==> config.mk <==
export PLATFORM = sky130hd
export DESIGN_NAME = draw_screen
export DESIGN_NICKNAME = d
export VERILOG_FILES = /design/src/rtl/draw_screen.sv
export SDC_FILE = /design/constraint.sdc
export NUM_CORES = 1
export LEC_CHECK = 0
export ABC_AREA = 1
export BUFFER_PORTS_ARGS = -buffer_cell sky130_fd_sc_hd__buf_2
export CAP_MARGIN = 10
export CORE_MARGIN = 8
export CORE_UTILIZATION = 40
export CTS_CLUSTER_DIAMETER = 50
export DETAILED_ROUTE_END_ITERATION = 6
export GPL_ROUTABILITY_DRIVEN = 0
export RECOVER_POWER = 25
export SLEW_MARGIN = 20
export SYNTH_ARGS = -nofsm -noshare
export SYNTH_HDL_FRONTEND = slang
export SYNTH_SLANG_ARGS = --single-unit
==> constraint.sdc <==
create_clock -name clk -period 2.6 [get_ports clk]
set_input_delay 0.39 -clock clk [delete_from_list [all_inputs] [get_ports clk]]
set_output_delay 0.39 -clock clk [all_outputs]
set_load 0.01 [all_outputs]
==> src/rtl/draw_screen.sv <==
// draw_screen: rasters a full image from the image ROM into the VGA adapter.
// The ROM has one cycle of read latency. The VGA coordinates are registered
// so they line up with rom_data: the pixel issued in cycle k is plotted in
// cycle k+1. FLUSH gives the last issued pixel one more cycle to be plotted.
module draw_screen #(
    parameter int H_PIX = 160,
    parameter int V_PIX = 120
) (
    input  logic        clk,
    input  logic        resetn,
    input  logic        drawScreenEnable,
    input  logic [1:0]  ScreenSelect,
    input  logic [2:0]  rom_data,
    output logic [14:0] rom_addr,
    output logic [1:0]  rom_sel,
    output logic [7:0]  vga_x,
    output logic [6:0]  vga_y,
    output logic [2:0]  vga_colour,
    output logic        vga_plot,
    output logic        drawScreenDone
);

    localparam logic [7:0] X_MAX   = 8'(H_PIX - 1);
    localparam logic [6:0] Y_MAX   = 7'(V_PIX - 1);
    localparam logic [1:0] SEL_RST = 2'd2;   // START screen

    typedef enum logic [1:0] {IDLE, DRAW, FLUSH, DONE} state_t;

    state_t     state;
    logic [7:0] x;
    logic [6:0] y;
    logic [1:0] sel_q;

    // The ROM address is taken from the issue counters at full width, so the
    // ROM sees the pixel in the same cycle that the pixel is issued.
    assign rom_addr = 15'(y) * 15'(H_PIX) + 15'(x);
    assign rom_sel  = sel_q;

    // rom_data already lines up with the registered coordinates. The colour
    // is forced to 0 when nothing is plotted, so the port reads 0 after reset.
    assign vga_colour = vga_plot ? rom_data : 3'd0;

    // Control FSM with raster counters and registered VGA strobe/coords.
    always_ff @(posedge clk) begin
        if (!resetn) begin
            state          <= IDLE;
            x              <= '0;
            y              <= '0;
            sel_q          <= SEL_RST;
            vga_x          <= '0;
            vga_y          <= '0;
            vga_plot       <= 1'b0;
            drawScreenDone <= 1'b0;
        end else begin
            vga_plot <= 1'b0;
            case (state)
                IDLE: begin
                    if (drawScreenEnable) begin
                        sel_q <= ScreenSelect;
                        x     <= '0;
                        y     <= '0;
                        state <= DRAW;
                    end
                end
                DRAW: begin
                    // Plot next cycle whatever is issued now.
                    vga_x    <= x;
                    vga_y    <= y;
                    vga_plot <= 1'b1;
                    if (x == X_MAX) begin
                        x <= '0;
                        if (y == Y_MAX) begin
                            y     <= '0;
                            state <= FLUSH;
                        end else begin
                            y <= y + 7'd1;
                        end
                    end else begin
                        x <= x + 8'd1;
                    end
                end
                FLUSH: begin
                    state          <= DONE;
                    drawScreenDone <= 1'b1;
                end
                DONE: begin
                    // Redraw only when a different image is requested.
                    if (drawScreenEnable && (ScreenSelect != sel_q)) begin
                        sel_q          <= ScreenSelect;
                        x              <= '0;
                        y              <= '0;
                        state          <= DRAW;
                        drawScreenDone <= 1'b0;
                    end
                end
                default: state <= IDLE;
            endcase
        end
    end

endmodule

* Word-level counts from Yosys, hierarchy flattened *
Cells that the tools add are included.

cells by class
  add/sub/neg operators = 3
  $mul = 1
  equal/unequal tests = 10
  multiplexer cells = 21
  reduce and logical (&&, ||, !) cells = 10

operator list
  kind                                                                   count
  7-bit two-way mux                                                      4
  8-bit two-way mux                                                      3
  8-bit case mux with 3 select lines                                     1
  7-bit case mux with 3 select lines                                     1
  15-bit by 8-bit adder with 15-bit output                               1
  2-bit two-way mux                                                      6
  7-bit by 3-bit multiplier with 10-bit output, second input constant    1
  8-bit by 1-bit adder with 8-bit output, second input constant          1
  8-bit equality test, second input constant                             1
  2-bit != test, second input constant                                   4
  2-bit case mux with 4 select lines                                     1
  4-bit AND reduction                                                    2
  7-bit by 1-bit adder with 7-bit output, second input constant          1
  7-bit equality test, second input constant                             1
  3-bit AND reduction                                                    2
  2-bit equality test, second input constant                             2
  2-bit case mux with 2 select lines                                     1
  2-bit nonzero test                                                     2
  3-bit two-way mux                                                      1
  3-bit nonzero test                                                     1
  2-bit by 1-bit equality test with 1-bit output, second input constant  1
  2-bit logical NOT                                                      1
  1-bit two-way mux                                                      2
  2-bit != test                                                          1
  other kinds (3)                                                        3

word-level totals
  flip-flop bits (word level) = 36
  bits of input ports = 8

* Logic depth before layout (Yosys ltp) *
  depth in word-level cells = 4
  depth in mapped cells = 12
  depth with buffers taken out = 12

* Worst setup path before layout *
Ideal clock, no wire load.

  path kind = register -> output
  from = register y[3]
  to = output rom_addr[12]
  data arrival time = 2.110 ns
  data required time = 2.210 ns
  setup slack = 0.100 ns
  stages on the path, launching flop included = 9
  cell sequence = dfxtp_1 > ha_1 > ha_1 > fa_1 > nand4_1 > o21ai_1 > nand2_1 > nor2_1 > xor2_1

on the way
  cells in the longest elaborated chain, start to end = 2

ends and longest elaborated chain
  item                                          line  source
  start: declaration                            31    logic [6:0] y;
  start signal: assignment                      76    y <= y + 7'd1;
  7-bit by 3-bit multiplier with 10-bit output  36    assign rom_addr = 15'(y) * 15'(H_PIX) + 15'(x);
  15-bit by 8-bit adder with 15-bit output      36
  end: declaration                              14    output logic [14:0] rom_addr,

Every way passes these cells.

* Final worst setup path *
  from = register y[1]
  to = output rom_addr[12]

The elaborated chain is that of the path after synthesis.

==> results.tsv <==
metric	value	unit
synth_cells	337	
skew	11.9	ps
grt_max_degree	22	
power.density	761	nW/um^2
finalSetupViolations	4	
ys_types	35	
yosys.area.top_type_share	0.308	
num_vias	2292	
async_flop_share	0	
initial_utilization	0.405	
critPathKind	flip-flop to output port	
clock.fmax	0.369	GHz
status	complete, but fails checks	
hold_viol	0	
yosys_warnings	0	
final_common_cell	nand2_1	
die_h	92.5	um
wl_per_cell	12.7	um
synth_seq_cells	36	
nets	422	
ir_worst_vdd	0.464	mV
max_cap_violations	0	
worst_pin_slew	551	ps
period_minus_slack	2710	ps
worstReg2RegEnd	y[2]	
worstHoldPathCells	3	
htree_levels	2	
grt_pass1_vias	2163	
holdWs	386	ps
dieArea	8560	sq um
power	2.19	mW
drt-pass1-iter-count	4	
p_leak	1.37	nW
numCtsBuffers	5	
synth_edf_count	0	
seq_area_frac_synth	0.308	
crit_path_frequent_cell	ha_4	
clock_latency	300	ps
cts_tree	done	
grt_pass1_wl	9.97	mm
core_area	5780	sq um
cts_max_path_buffers	2	
critPathSlowestCell	fa_2	
dpl.hpwl	4.41	mm
finalMaxSlewViolations	0	
cts_sinks	36	
reg2reg_depth	6	
cp.required	2210	ps
drt_iter0_markers	195	
critPathMaxFanout	4	
track_usage	0.142	
diodes	0	
final_cells	468	
area_delta_synth_final	22.7	%
rrSetupSlack	630	ps
placedCellCount	455	
cp.arrival	2320	ps
drive_gt1_frac	0.226	
worstHoldStart	ScreenSelect[0]	
rr_startpoint	state[1]	
gr-total-overflow	0	
routed_wl	5.96	mm
slew_headroom	0.633	
remaining_drc_errors	0	
violations	negative setup slack	
die_w	92.5	um
root_buffer	clkbuf_8	
final.setup.worst_slack	-111	ps
hold_path_class	input port to flip-flop	
final_util	0.497	
ant_nets	0	
path_cells	ha_4 -> ha_4 -> fa_2 -> nand4_1 -> o21ai_2 -> nand2_1 -> nor2_2 -> xor2_1 -> buf_2	
path_clk_slew	70	ps
rsz0062_at_grt	yes	
syn_area_per_cell	6.95	sq um
min_to	rom_sel[0]	
antenna_found_initial	0	
layout_common_cells	76 x nand2_1, 36 x inv_1, 35 x nor2_1, 34 x dfxtp_1, 27 x buf_2	
critPathLaunch	y[1]	
ys.flop_type	dfxtp_1	
fin_crit_sh	1.04	
timing.critical_path.slowest_cell_delay	570	ps
worst_setup_path_start_kind	flip-flop	
yosysTopAreaCell	dfxtp_1	
syn-num-nets	367	
std_cell_rows	28	
synthesis.area	2340	sq um
end_kind	output port	
synth.area.top_cells	dfxtp_1 31%, nand2_1 12%, ha_1 11%, inv_1 5.8%, nor2_1 5.8%	
viasPerCell	4.90	
portBuffers	44	
io_pins	45	
[cells in the mapped netlist, drive strengths merged (2+ instances only)]
cell type  instances
ha                20
dfxtp             36
nor3               6
xor2               8
nand2             85
fa                 2
inv               40
o21ai             19
a21oi             25
nand3             25
nand4              8
buf               11
clkbuf             2
a211oi             2
nor2              39
[worst max-delay path by stage]
stage / end / depth (start not counted)
floorplan: rom_addr[12] / 8
global placement: rom_addr[12] / 9
detailed placement: rom_addr[12] / 9
CTS: rom_addr[12] / 9
global route: rom_addr[12] / 9
finish: rom_addr[12] / 9
[power by group]
| part | switching, mW | leakage, nW | total [mW] | internal (mW) |
|---|---|---|---|---|
| logic | 0.657 | 1.03 | 0.996 | 0.339 |
| registers | 0.0987 | 0.295 | 0.793 | 0.695 |
| clock network | 0.210 | 0.0479 | 0.396 | 0.187 |
| total | 0.966 | 1.37 | 2.19 | 1.22 |
[cell type report]
type / instances / area (sq um)
clock inverters: 3 / 18.8
clock buffers: 5 / 68.8
inverters: 40 / 150
flip-flops and latches: 36 / 723
fillers: 614 / 2910
multi-input cells: 248 / 1490
well taps: 75 / 93.8
repair buffers: 61 / 327
[cell families after synthesis]
group / after synthesis / share of synthesized area
compound gates: 50 / 0.116
buf+inv: 53 / 0.0989
fa+ha+maj: 22 / 0.124
simple gates: 167 / 0.320
flops: 36 / 0.308
xor+xnor: 9 / 0.0337
[worst max-delay path, delay by kind of cell (launching register included)]
| kind | cells | cell delay [ps] |
|---|---|---|
| compound gates | 1 | 140 |
| xor+xnor | 1 | 140 |
| fa+ha+maj | 3 | 970 |
| buf+inv | 1 | 140 |
| flops | 1 | 340 |
| simple gates | 3 | 310 |
[what timing repair did]
| action | 4_1_cts | 5_1_grt |
|---|---|---|
| gates cloned | 0 | 0 |
| gates resized for setup | 12 | 6 |
| pin swaps | 8 | 6 |
| hold buffers | 0 | 0 |
| setup endpoints to repair | 5 | 5 |
| setup buffers | 3 | 2 |
[sequential cells by signal (all words and copies together) (netlist names)]
name	count
y	7
drawScreenDone	1
state	2
vga_y	7
rom_sel	2
vga_plot	1
x	8
vga_x	8
[through the flow]
stage	setup WS, ps	setup TNS (ps)	area, sq um
finish	-111	-213	2870
global route	-236	-733	2870
CTS	-197	-497	2830
detailed placement	12.4	0	2660
global placement	55.8	0	2660
floorplan	100	0	2340
[metal layers]
metal  wire (um)  track usage  part of all wire
met1        2850        0.174              0.48
met2        2650        0.229              0.44
met3         326       0.0356             0.055
met4         138       0.0631             0.023
met5           0            0                 0
Power figures use the tool's default switching activity.
